--- src/rtl/avalon_master_pkg.sv ---
// Shared types and helpers for the Avalon-MM register initiator.
// No ports: state encoding and counter-width helper only.
package avalon_master_pkg;

  // Bus-side FSM: IDLE = no strobe, ISSUE = one strobe presented on the bus.
  typedef enum logic {
    IDLE  = 1'b0,
    ISSUE = 1'b1
  } state_t;

  // Width needed to count 0..maxpending inclusive.
  function automatic int unsigned cnt_width(input int unsigned maxpending);
    return $clog2(maxpending + 1);
  endfunction

endpackage

--- src/rtl/avalon_rsp_fifo.sv ---
// Synchronous FIFO with a registered head word.
// Ports:
//   clk, reset   - clock, synchronous active-high reset
//   push, din    - write strobe and data (dropped when full)
//   pop          - consume head word (ignored when empty)
//   dout         - head word, valid while !empty
//   full, empty  - occupancy flags decoded from the count register
module avalon_rsp_fifo #(
  parameter int unsigned WIDTH = 32,
  parameter int unsigned DEPTH = 4
) (
  input  logic             clk,
  input  logic             reset,
  input  logic             push,
  input  logic [WIDTH-1:0] din,
  input  logic             pop,
  output logic [WIDTH-1:0] dout,
  output logic             full,
  output logic             empty
);

  localparam int unsigned PTRWIDTH = (DEPTH > 1) ? $clog2(DEPTH) : 1;
  localparam int unsigned CNTW     = $clog2(DEPTH + 1);

  logic [WIDTH-1:0]    mem [DEPTH];
  logic [PTRWIDTH-1:0] wr_ptr;
  logic [PTRWIDTH-1:0] rd_ptr;
  logic [PTRWIDTH-1:0] rd_ptr_nxt;
  logic [CNTW-1:0]     count;
  logic                do_push;
  logic                do_pop;

  assign full       = (count == CNTW'(DEPTH));
  assign empty      = (count == '0);
  assign do_push    = push && !full;
  assign do_pop     = pop && !empty;
  assign rd_ptr_nxt = rd_ptr + PTRWIDTH'(1);

  // Storage array; no reset needed, occupancy is tracked by count.
  always_ff @(posedge clk) begin
    if (do_push) begin
      mem[wr_ptr] <= din;
    end
  end

  // Pointers, count and the registered head word.
  always_ff @(posedge clk) begin
    if (reset) begin
      wr_ptr <= '0;
      rd_ptr <= '0;
      count  <= '0;
      dout   <= '0;
    end else begin
      if (do_push) begin
        wr_ptr <= wr_ptr + PTRWIDTH'(1);
      end
      if (do_pop) begin
        rd_ptr <= rd_ptr_nxt;
      end
      count <= count + CNTW'(do_push) - CNTW'(do_pop);
      // On pop the next head may be the word being written this very cycle.
      if (do_pop) begin
        dout <= (do_push && (wr_ptr == rd_ptr_nxt)) ? din : mem[rd_ptr_nxt];
      end else if (do_push && empty) begin
        dout <= din;
      end
    end
  end

endmodule

--- src/rtl/avalon_register_master.sv ---
// Avalon-MM initiator: converts a valid/ready command stream into single-beat
// pipelined Avalon reads/writes and returns read data in issue order.
// Ports:
//   clk, reset                       - clock, synchronous active-high reset
//   cmd_valid/ready/write/address/data - command stream in
//   rsp_valid/ready/data             - read response stream out
//   avm_read/write/address/writedata - Avalon strobes and fields (registered)
//   avm_waitrequest                  - responder stall
//   avm_readdatavalid/readdata       - pipelined read return
//   pending                          - reads granted whose data is outstanding
module avalon_register_master
  import avalon_master_pkg::*;
#(
  parameter int unsigned BUSWIDTH     = 32,
  parameter int unsigned ADDRESSWIDTH = 8,
  parameter int unsigned MAXPENDING   = 4,
  localparam int unsigned CNTWIDTH    = cnt_width(MAXPENDING)
) (
  input  logic                    clk,
  input  logic                    reset,
  input  logic                    cmd_valid,
  output logic                    cmd_ready,
  input  logic                    cmd_write,
  input  logic [ADDRESSWIDTH-1:0] cmd_address,
  input  logic [BUSWIDTH-1:0]     cmd_data,
  output logic                    rsp_valid,
  input  logic                    rsp_ready,
  output logic [BUSWIDTH-1:0]     rsp_data,
  output logic                    avm_read,
  output logic                    avm_write,
  output logic [ADDRESSWIDTH-1:0] avm_address,
  output logic [BUSWIDTH-1:0]     avm_writedata,
  input  logic                    avm_waitrequest,
  input  logic                    avm_readdatavalid,
  input  logic [BUSWIDTH-1:0]     avm_readdata,
  output logic [CNTWIDTH-1:0]     pending
);

  state_t              state;
  logic [CNTWIDTH-1:0] credits;
  logic                cmd_accept;
  logic                read_accept;
  logic                rsp_pop;
  logic                read_grant;
  logic                rdv_accept;
  logic                fifo_full;
  logic                fifo_empty;

  // Credits cover reads in flight plus buffered responses, so the FIFO can
  // never overflow; writes bypass the credit check.
  assign cmd_ready   = !reset && ((state == IDLE) || !avm_waitrequest) &&
                       (cmd_write || (credits < CNTWIDTH'(MAXPENDING)));
  assign cmd_accept  = cmd_valid && cmd_ready;
  assign read_accept = cmd_accept && !cmd_write;
  assign rsp_pop     = rsp_valid && rsp_ready;
  assign read_grant  = avm_read && !avm_waitrequest;
  // Return data with nothing outstanding is stale (e.g. after reset).
  assign rdv_accept  = avm_readdatavalid && (pending != '0);
  assign rsp_valid   = !fifo_empty;

  // Bus FSM with registered strobes and fields.
  always_ff @(posedge clk) begin
    if (reset) begin
      state         <= IDLE;
      avm_read      <= 1'b0;
      avm_write     <= 1'b0;
      avm_address   <= '0;
      avm_writedata <= '0;
    end else begin
      case (state)
        IDLE: begin
          if (cmd_accept) begin
            state         <= ISSUE;
            avm_read      <= !cmd_write;
            avm_write     <= cmd_write;
            avm_address   <= cmd_address;
            avm_writedata <= cmd_data;
          end
        end
        ISSUE: begin
          if (!avm_waitrequest) begin
            if (cmd_accept) begin
              avm_read      <= !cmd_write;
              avm_write     <= cmd_write;
              avm_address   <= cmd_address;
              avm_writedata <= cmd_data;
            end else begin
              state     <= IDLE;
              avm_read  <= 1'b0;
              avm_write <= 1'b0;
            end
          end
        end
        default: state <= IDLE;
      endcase
    end
  end

  // Credit and pending counters; simultaneous inc/dec cancel out.
  always_ff @(posedge clk) begin
    if (reset) begin
      credits <= '0;
      pending <= '0;
    end else begin
      credits <= credits + CNTWIDTH'(read_accept) - CNTWIDTH'(rsp_pop);
      pending <= pending + CNTWIDTH'(read_grant) - CNTWIDTH'(rdv_accept);
    end
  end

  avalon_rsp_fifo #(
    .WIDTH (BUSWIDTH),
    .DEPTH (MAXPENDING)
  ) u_rsp_fifo (
    .clk   (clk),
    .reset (reset),
    .push  (rdv_accept),
    .din   (avm_readdata),
    .pop   (rsp_pop),
    .dout  (rsp_data),
    .full  (fifo_full),
    .empty (fifo_empty)
  );

  a_no_overflow: assert property (@(posedge clk) disable iff (reset)
    !(rdv_accept && fifo_full));

  a_credit_bound: assert property (@(posedge clk) disable iff (reset)
    credits <= CNTWIDTH'(MAXPENDING));

  a_hold_on_wait: assert property (@(posedge clk) disable iff (reset)
    ((avm_read || avm_write) && avm_waitrequest) |=>
      $stable({avm_read, avm_write, avm_address, avm_writedata}));

endmodule

--- config.mk ---
export PLATFORM = sky130hd
export DESIGN_NAME = avalon_register_master
export DESIGN_NICKNAME = d
export VERILOG_FILES = /design/src/rtl/avalon_master_pkg.sv /design/src/rtl/avalon_rsp_fifo.sv /design/src/rtl/avalon_register_master.sv
export SDC_FILE = /design/constraint.sdc
export NUM_CORES = 1
export LEC_CHECK = 0
export CORE_ASPECT_RATIO = 1.5
export CORE_MARGIN = 2
export CORE_UTILIZATION = 60
export CTS_BUF_LIST = sky130_fd_sc_hd__clkbuf_8
export CTS_CLUSTER_DIAMETER = 200
export DETAILED_ROUTE_END_ITERATION = 16
export DONT_BUFFER_PORTS = 1
export HOLD_SLACK_MARGIN = 0.03
export PLACE_DENSITY_LB_ADDON = 0.15
export SETUP_SLACK_MARGIN = 0.4
export SYNTH_ARGS = -nofsm -noshare
export SYNTH_HDL_FRONTEND = slang
export SYNTH_SLANG_ARGS = --single-unit
--- constraint.sdc ---
create_clock -name clk -period 2.75 [get_ports clk]
set_input_delay 0.55 -clock clk [delete_from_list [all_inputs] [get_ports clk]]
set_output_delay 0.55 -clock clk [all_outputs]
set_load 0.05 [all_outputs]
==> flow_summary.json, run 1 <==
{
  "synth_warnings": 0,
  "clock_latency_ns": 0.53,
  "routed_wl_mm": 15.3,
  "crit_path_end_kind": "output pin",
  "cp-endpoint": "cmd_ready",
  "cts-root-buf": "clkbuf_8",
  "die_x_um": 99.3,
  "finalHoldViolations": 0,
  "fin_cells": 759,
  "avgRoutedWirePerCell_um": 20.2,
  "yosysTopAreaCell": "edfxtp_1",
  "drc": 0,
  "fillers": 929,
  "clkTransAtPathRegs_ns": 0.07,
  "synth_enable_flop_cells": 128,
  "gr-usage-all-layers": 0.210,
  "synth_area_um2": 8180,
  "ant_nets": 0,
  "skew_ns": 0.00950,
  "finalWeightedCongestion": 0.740,
  "overflow": 0,
  "status": "completed",
  "synth_area_per_cell_um2": 14.9,
  "reg2regPathDepth": 8,
  "tritoncts": "yes",
  "cp_data_required_time_ns": 2.20,
  "period_minus_slack_ns": 2.14,
  "irDropWorstVdd_v": 0.000739,
  "rows": 52,
  "cts_sinks": 216,
  "initial_utilization": 0.610,
  "power.density_nw_per_um2": 1040,
  "holdCritPathClass": "in -> reg",
  "antenna_found_initial": 0,
  "netlist_top_cells_area": "edfxtp_1 (47%), dfxtp_1 (22%), mux4_2 (8.8%)",
  "die_height_um": 147,
  "min_period_over_period": 0.777,
  "syn_nets": 640,
  "synth_seq_cells": 216,
  "setup-violations-final": 0,
  "clock.fmax_mhz": 468,
  "synthFlopType": "edfxtp_1",
  "ys_types": 36,
  "r2r_end": "u_rsp_fifo.count[2]$_SDFF_PP0_",
  "io_buffer_count": 0,
  "drive_above_1_share": 0.201,
  "grt_pass1_vias": 4845,
  "r2r_slack_ns": 0.62,
  "place_hpwl_mm": 9.83,
  "cts_buffer_depth": 3,
  "core_area_um2": 13400,
  "multi_input_area_um2": 2390,
  "cts_made_buffers": 30,
  "critPathArrivalTime_ns": 1.59,
  "area_delta_synth_final_pct": 11.9,
  "start_kind": "flip-flop",
  "critPathLaunch": "credits[2]$_SDFF_PP0_",
  "cp_max_fo": 2,
  "tightest_slew_ns": 0.682,
  "dp_cells": 700,
  "max-cap-violations": 0,
  "synth_cells": 548,
  "synth_seq_area_share": 0.685,
  "fin_setup_tns_ns": 0,
  "via_per_inst": 5.89,
  "grt_pass1_wl_mm": 24.2,
  "htreeDepth": 1,
  "ys_top_cells_by_count": "edfxtp_1 (128), dfxtp_1 (88), nand2_1 (84)",
  "num_vias": 4467,
  "layout.area.seq_um2": 5610,
  "drt-pass1-iter-count": 4,
  "num_io_pins": 158,
  "p_leak_nw": 3.22,
  "synth.most_common_cell": "edfxtp_1",
  "die-area_um2": 14600,
  "slew-limit-headroom": 0.545,
  "layout.nets": 665,
  "grt_max_degree": 62,
  "antennaDiodeCount": 0,
  "async_flop_share": 0,
  "crit_type": "reg -> out",
  "synth_top_area_frac": 0.470,
  "r2r_start": "u_rsp_fifo.count[1]$_SDFF_PP0_",
  "drt_iter0_drc": 192,
  "slew_violations": 0,
  "rsz0062_at_grt": "false"
}
==> per-stage QoR <==
step / hold WS [ns] / cell area, µm² / setup WS (ns) / total power [W] / utilization
floorplan: 0.501 / 8190 / 0.412 / 0.00634 / -
global placement: 0.536 / 8410 / 0.520 / 0.00674 / 0.627
detailed placement: 0.546 / 8410 / 0.445 / 0.00682 / 0.627
CTS: 0.0559 / 9120 / 0.485 / 0.00962 / 0.681
global route: 0.0575 / 9150 / 0.479 / 0.00996 / 0.683
finish: 0.0822 / 9150 / 0.613 / 0.00954 / 0.683
==> report_power, final <==
group	internal, W	leakage [nW]	switching [W]	total, W
sequential	0.00397	1.88	0.00104	0.00501
combinational	0.000786	0.940	0.000952	0.00174
clock	0.00166	0.395	0.00114	0.00280
==> registers in the layout (all words and copies together), names as in the netlist, 2 cells and up <==
signal / cells
u_rsp_fifo.mem: 128
u_rsp_fifo.count: 3
avm_address: 8
pending: 3
u_rsp_fifo.wr_ptr: 2
avm_writedata: 32
u_rsp_fifo.rd_ptr: 2
credits: 3
u_rsp_fifo.dout: 32
==> cells in the final DEF, fill, tap and decap left out, drive strengths merged, types with 5 or more instances in the layout <==
cell and instances:
edfxtp 128, dfxtp 88, nand2 84, a21oi 42, clkbuf 36, and2 36, mux4 32, a221o 32
buf 26, inv 21, nor2 10, ha 10, nor2b 10, xnor2 7, clkinv 7, bufinv 5
==> final cells by class <==
| type | instances | share of cell area |
|---|---|---|
| Multi-Input combinational cell | 286 | 0.261 |
| Clock buffer | 36 | 0.0542 |
| Tap cell | 162 | 0.0222 |
| Sequential cell | 216 | 0.613 |
| Inverter | 13 | 0.00533 |
| Clock inverter | 20 | 0.0232 |
| Timing Repair Buffer | 26 | 0.0213 |
==> per-layer routing <==
metal,GRT usage,vias up,wire [µm]
met5,0,-,0
met4,0.0596,0,236
met3,0.0642,21,1300
met2,0.374,180,8050
met1,0.243,2200,5730
li1,-,2066,-
==> how the worst min path moves through the flow <==
stage,startpoint,end,slack [ns],cells after the start
finish,reset,avm_writedata[19]$_SDFFE_PP0P_,0.08,1
CTS,reset,u_rsp_fifo.rd_ptr[1]$_SDFFE_PP0P_,0.06,1
floorplan,state$_SDFF_PP0_,state$_SDFF_PP0_,0.50,2
global route,reset,credits[0]$_SDFF_PP0_,0.06,1
global placement,state$_SDFF_PP0_,state$_SDFF_PP0_,0.54,2
detailed placement,state$_SDFF_PP0_,state$_SDFF_PP0_,0.55,2
==> critical path, stage by stage, from the launching register on <==
cell and delay, ns:
dfxtp_1 0.33, nor2b_1 0.19, nor3b_4 0.54
==> cell families after synthesis <==
kind of cell / after synthesis / synth area share
muxes: 34 / 0.0906
buffers and inverters: 46 / 0.0291
xor gates and xnor gates: 10 / 0.0116
AOI/OAI and AO/OA: 80 / 0.0719
adders and majority gates: 13 / 0.0226
and+or+nand+nor: 149 / 0.0889
DFF: 216 / 0.685
==> timing repair <==
item                                    CTS  global route
endpoints found under the setup margin    1            21
setup buffers                             0             3
pin swaps                                 0             1
hold buffers                              0             0
resized for setup                         1             1
Power figures use the tool's default switching activity.
==> run 2, diff against run 1 <==
==> constraint.sdc (replaced) <==
create_clock -name clk -period 2.1 [get_ports clk]
set_input_delay 0.42 -clock clk [delete_from_list [all_inputs] [get_ports clk]]
set_output_delay 0.42 -clock clk [all_outputs]
set_load 0.05 [all_outputs]
==> run 2 against run 1 <==
The run now ends with negative hold slack left. Die area stayed put. Sequential share of layout area decreased by 5.1 points. Global-route usage grew 2.4 points. Setup slack worse by 0.53 ns. Critical endpoint unchanged. Non-clock buffer count grew 58. Sequential cell count is the same. Total power rose by 35%. First-iteration DRC count is 58% higher. Sequential power up 32%. Largest power group unchanged. Register-to-register slack got worse by 0.53 ns.
==> flow_summary.json, run 2 (same netlist as run 1, synthesis figures left out) <==
{
  "status": "finished, violations left",
  "violations": "negative hold slack",
  "placed_cell_area_um2": 8480,
  "num_io_pins": 158,
  "slew_violations": 0,
  "die-area_um2": 14600,
  "cts_sinks": 216,
  "power.density_nw_per_um2": 1290,
  "grt_max_degree": 62,
  "period_minus_slack_ns": 2.02,
  "clkTransAtPathRegs_ns": 0.06,
  "max-cap-violations": 0,
  "antenna_found_initial": 0,
  "cp_data_required_time_ns": 1.68,
  "start_kind": "flip-flop",
  "io_buffer_count": 0,
  "die_height_um": 147,
  "clock.fmax_mhz": 495,
  "ant_nets": 0,
  "power_frac_seq": 0.511,
  "crit_type": "reg -> out",
  "cp_max_fo": 2,
  "grt_pass1_wl_mm": 26.7,
  "min_period_over_period": 0.963,
  "finalWeightedCongestion": 0.745,
  "htreeDepth": 1,
  "antennaDiodeCount": 0,
  "avgRoutedWirePerCell_um": 21.2,
  "critPathArrivalTime_ns": 1.60,
  "rows": 52,
  "clock_latency_ns": 0.54,
  "holdBufCountCts": 32,
  "drt-pass1-iter-count": 4,
  "routed_wl_mm": 17.4,
  "crit_top_cell": "buf_6",
  "critPathSlowestCell": "dfxtp_2",
  "layout.nets": 727,
  "holdCritPathClass": "in -> reg",
  "skew_ns": 0.0115,
  "switchingPower_w": 0.00441,
  "slowest_delay_ns": 0.32,
  "cts_buffer_depth": 3,
  "hold_ws_ns": -0.0546,
  "die_x_um": 99.3,
  "area_delta_synth_final_pct": 22.5,
  "final_area_um2": 10000,
  "overflow": 0,
  "clock_power_share": 0.252,
  "place_hpwl_mm": 9.35,
  "slew-limit-headroom": 0.628,
  "critical_path.cell_chain": "nor2b_4 -> buf_4 -> buf_6 -> nor3b_4 -> buf_6",
  "rsz0062_at_grt": "true",
  "tritoncts": "yes",
  "grt_pass1_vias": 5202,
  "drt_iter0_drc": 304,
  "drive_above_1_share": 0.261,
  "p_int_w": 0.00851,
  "cts_made_buffers": 30,
  "irDropWorstVdd_v": 0.000756,
  "drc": 0,
  "switching_share": 0.342,
  "largest_reg_flops": 128,
  "via_per_inst": 5.88,
  "finalHoldViolations": 55,
  "combPwrFrac": 0.237,
  "cts-root-buf": "clkbuf_8",
  "tightest_slew_ns": 0.557,
  "initial_utilization": 0.610,
  "power_w": 0.0129,
  "top_regs": "u_rsp_fifo.mem x128, avm_writedata x32, u_rsp_fifo.dout x32",
  "crit_path_end_kind": "output pin",
  "core_area_um2": 13400,
  "layout_common_cells": "edfxtp_1 (128), nand2_1 (84), dfxtp_1 (79), a21oi_1 (41), clkbuf_8 (35)",
  "regMostFlops": "u_rsp_fifo.mem",
  "fin_setup_tns_ns": 0,
  "p_leak_nw": 3.56,
  "final_common_cell": "edfxtp_1",
  "num_vias": 4824,
  "gr-usage-all-layers": 0.234,
  "setup-violations-final": 0
}
==> run 2: layout make-up <==
class	instances	area, µm²
sequential	216	5630
clock buffer	35	482
timing repair buffer	84	971
fill	778	3390
inverter	13	53.8
tap	162	203
multi-input combinational	290	2540
clock inverter	20	134
==> run 2: path summary, 6_finish.rpt <==
path,to,cells past startpoint,slack (ns),startpoint
setup / recovery,cmd_ready,5,0.08,credits[2]$_SDFF_PP0_
hold / removal,credits[2]$_SDFF_PP0_,1,-0.05,reset
setup reg to reg,credits[1]$_SDFF_PP0_,8,0.09,credits[2]$_SDFF_PP0_
hold reg to reg,u_rsp_fifo.wr_ptr[0]$_SDFFE_PP0P_,2,0.57,u_rsp_fifo.wr_ptr[0]$_SDFFE_PP0P_
==> run 2: timing repair <==
action	CTS	global route
pin swaps	22	21
cloned	7	1
resized for setup	20	18
buffers inserted	24	8
hold endpoints to repair	215	55
setup endpoints to repair	169	158
==> run 2: critical path, delay by kind of cell (launching register included) <==
family,cells,cell delay [ns]
buffers and inverters,3,0.43
AND/OR/NAND/NOR,2,0.32
flip-flops,1,0.32
==> run 2: routing by layer <==
layer / track usage / part of all wire
met1: 0.267 / 0.36
met2: 0.433 / 0.54
met3: 0.0509 / 0.074
met4: 0.0733 / 0.023
met5: 0 / 0
==> run 2: power by group through the flow <==
stage                     Clock [W]  Combinational, W  Sequential [W]
final                       0.00326           0.00306         0.00660
after global routing        0.00350           0.00330         0.00666
after CTS                   0.00331           0.00279         0.00660
after detailed placement          0           0.00235         0.00668
after global placement            0           0.00228         0.00665
after floorplan                   0           0.00174         0.00667
==> run 2: through the flow <==
step                setup slack, ns   util  cells
global route               -0.00921  0.747    820
floorplan                   -0.0633      -    548
finish                       0.0783  0.747    820
global placement             0.0790  0.633    693
CTS                          0.0850  0.735    811
detailed placement          0.00155  0.633    693
==> run 3, diff against run 2 <==
==> constraint.sdc (replaced) <==
create_clock -name clk -period 2.1 [get_ports clk]
set_input_delay 0.42 -clock clk [delete_from_list [all_inputs] [get_ports clk]]
set_output_delay 0.42 -clock clk [all_outputs]
set_load 0.02 [all_outputs]
==> run 3 against run 2 <==
The run still ends with negative hold slack left. Clock power decreased by 10%. Worst hold slack got worse by 0.015 ns. Sequential power fell by 10%. Maximum frequency down 0.51%.
==> flow_summary.json, run 3 (same netlist as run 1, synthesis figures left out) <==
{
  "cts_made_buffers": 30,
  "initial_utilization": 0.610,
  "tightest_slew_ns": 0.402,
  "num_vias": 4868,
  "htreeDepth": 1,
  "final_area_um2": 9950,
  "top_regs": "u_rsp_fifo.mem x128, avm_writedata x32, u_rsp_fifo.dout x32",
  "slew-limit-headroom": 0.731,
  "placed_cell_area_um2": 8570,
  "area_delta_synth_final_pct": 21.6,
  "critPathSlowestCell": "fa_2",
  "drc": 0,
  "violations": "negative hold slack",
  "max-cap-violations": 0,
  "drt-pass1-iter-count": 4,
  "crit_buf_inv": 1,
  "fin_cells": 821,
  "antennaDiodeCount": 0,
  "overflow": 0,
  "critical_path.cell_chain": "nor2b_4 -> nor4bb_4 -> nand2b_1 -> ha_1 -> inv_2 -> ha_4 -> fa_2 -> nor2b_4",
  "core_area_um2": 13400,
  "p_leak_nw": 3.55,
  "finalHoldViolations": 54,
  "grt_max_degree": 62,
  "clock_latency_ns": 0.55,
  "use_met2": 0.417,
  "finalWeightedCongestion": 0.752,
  "holdBufCountCts": 33,
  "largest_reg_flops": 128,
  "cp_max_fo": 2,
  "cts_buffer_depth": 3,
  "power.density_nw_per_um2": 1200,
  "critPathArrivalTime_ns": 2.53,
  "grt_pass1_vias": 5204,
  "grt_pass1_wl_mm": 26.7,
  "period_minus_slack_ns": 2.03,
  "holdCritPathClass": "in -> reg",
  "routed_wl_mm": 17.4,
  "avgRoutedWirePerCell_um": 21.1,
  "die_x_um": 99.3,
  "final_common_cell": "edfxtp_1",
  "antenna_found_initial": 0,
  "regMostFlops": "u_rsp_fifo.mem",
  "crit_path_end_kind": "flip-flop",
  "cts_sinks": 216,
  "num_io_pins": 158,
  "slew_violations": 0,
  "ant_nets": 0,
  "crit_type": "reg -> reg",
  "met3_usage": 0.0566,
  "fin_setup_tns_ns": 0,
  "layout_common_cells": "edfxtp_1 (128), nand2_1 (84), dfxtp_1 (77), a21oi_1 (41)",
  "clkTransAtPathRegs_ns": 0.06,
  "min_period_over_period": 0.968,
  "setup-violations-final": 0,
  "skew_ns": 0.00992,
  "cts-root-buf": "clkbuf_8",
  "status": "finished, violations left",
  "grt_use_met1": 0.270,
  "dp_cells": 701,
  "tritoncts": "yes",
  "hold_ws_ns": -0.0701,
  "place_hpwl_mm": 9.79,
  "gr-usage-all-layers": 0.236,
  "slowest_delay_ns": 0.51,
  "layout.nets": 727,
  "io_buffer_count": 0,
  "rows": 52,
  "clock.fmax_mhz": 492,
  "die_height_um": 147,
  "irDropWorstVdd_v": 0.000759,
  "path_delay_family": "adder cells",
  "crit_top_cell": "nor2b_4",
  "cp_data_required_time_ns": 2.59,
  "drive_above_1_share": 0.267,
  "drt_iter0_drc": 221,
  "start_kind": "flip-flop",
  "die-area_um2": 14600,
  "via_per_inst": 5.93,
  "rsz0062_at_grt": "true",
  "grt.busiest_layer": "met2"
}
run 3: timing repair:
| action | 4_1_cts | 5_1_grt |
|---|---|---|
| endpoints found under the hold margin | 215 | 54 |
| setup endpoints to repair | 136 | 44 |
| resized for setup | 30 | 17 |
| buffers inserted | 21 | 4 |
| pin swaps | 8 | 10 |
| cloned | 5 | 1 |
run 3: final cells by class:
type | instances | area (µm²)
clock buffer | 33 | 454
clock inverter | 23 | 93.8
fill | 822 | 3460
tap | 162 | 203
inverter | 13 | 48.8
timing repair buffer | 88 | 1010
multi-input combinational | 286 | 2510
sequential | 216 | 5630
run 3: worst paths after layout:
path,from,to,slack (ns),cells past startpoint
hold reg to reg,avm_address[2]$_SDFFE_PP0P_,avm_address[2]$_SDFFE_PP0P_,0.55,2
setup / recovery,credits[2]$_SDFF_PP0_,credits[1]$_SDFF_PP0_,0.07,8
hold / removal,reset,u_rsp_fifo.count[1]$_SDFF_PP0_,-0.07,1
setup reg to reg,credits[2]$_SDFF_PP0_,credits[1]$_SDFF_PP0_,0.07,8
run 3: routing by layer:
layer	vias to the layer above	part of all wire
met2	214	0.53
met4	0	0.033
met5	-	0
met1	2400	0.35
met3	47	0.081
li1	2207	-
run 3: worst register-to-register path: stages (launching register included):
cell	delay, ns
dfxtp_2	0.32
nor2b_4	0.13
nor4bb_4	0.29
nand2b_1	0.12
ha_1	0.29
inv_2	0.04
ha_4	0.14
fa_2	0.51
nor2b_4	0.13
run 3: power breakdown:
part	total, W	switching (W)	internal, W
sequential	0.00594	0.000718	0.00522
clock	0.00292	0.00148	0.00144
combinational	0.00309	0.00146	0.00162
run 3: per-stage QoR:
stage | util | hold WS [ns] | power [W] | setup slack [ns]
2_1_floorplan | - | 0.503 | 0.00765 | -0.0614
3_3_place_gp | 0.639 | 0.492 | 0.00823 | 0.0735
3_5_place_dp | 0.639 | 0.494 | 0.00835 | -0.00923
4_1_cts | 0.734 | -0.0965 | 0.0118 | 0.0872
5_1_grt | 0.742 | -0.0947 | 0.0125 | -0.0255
6_report | 0.742 | -0.0701 | 0.0119 | 0.0680
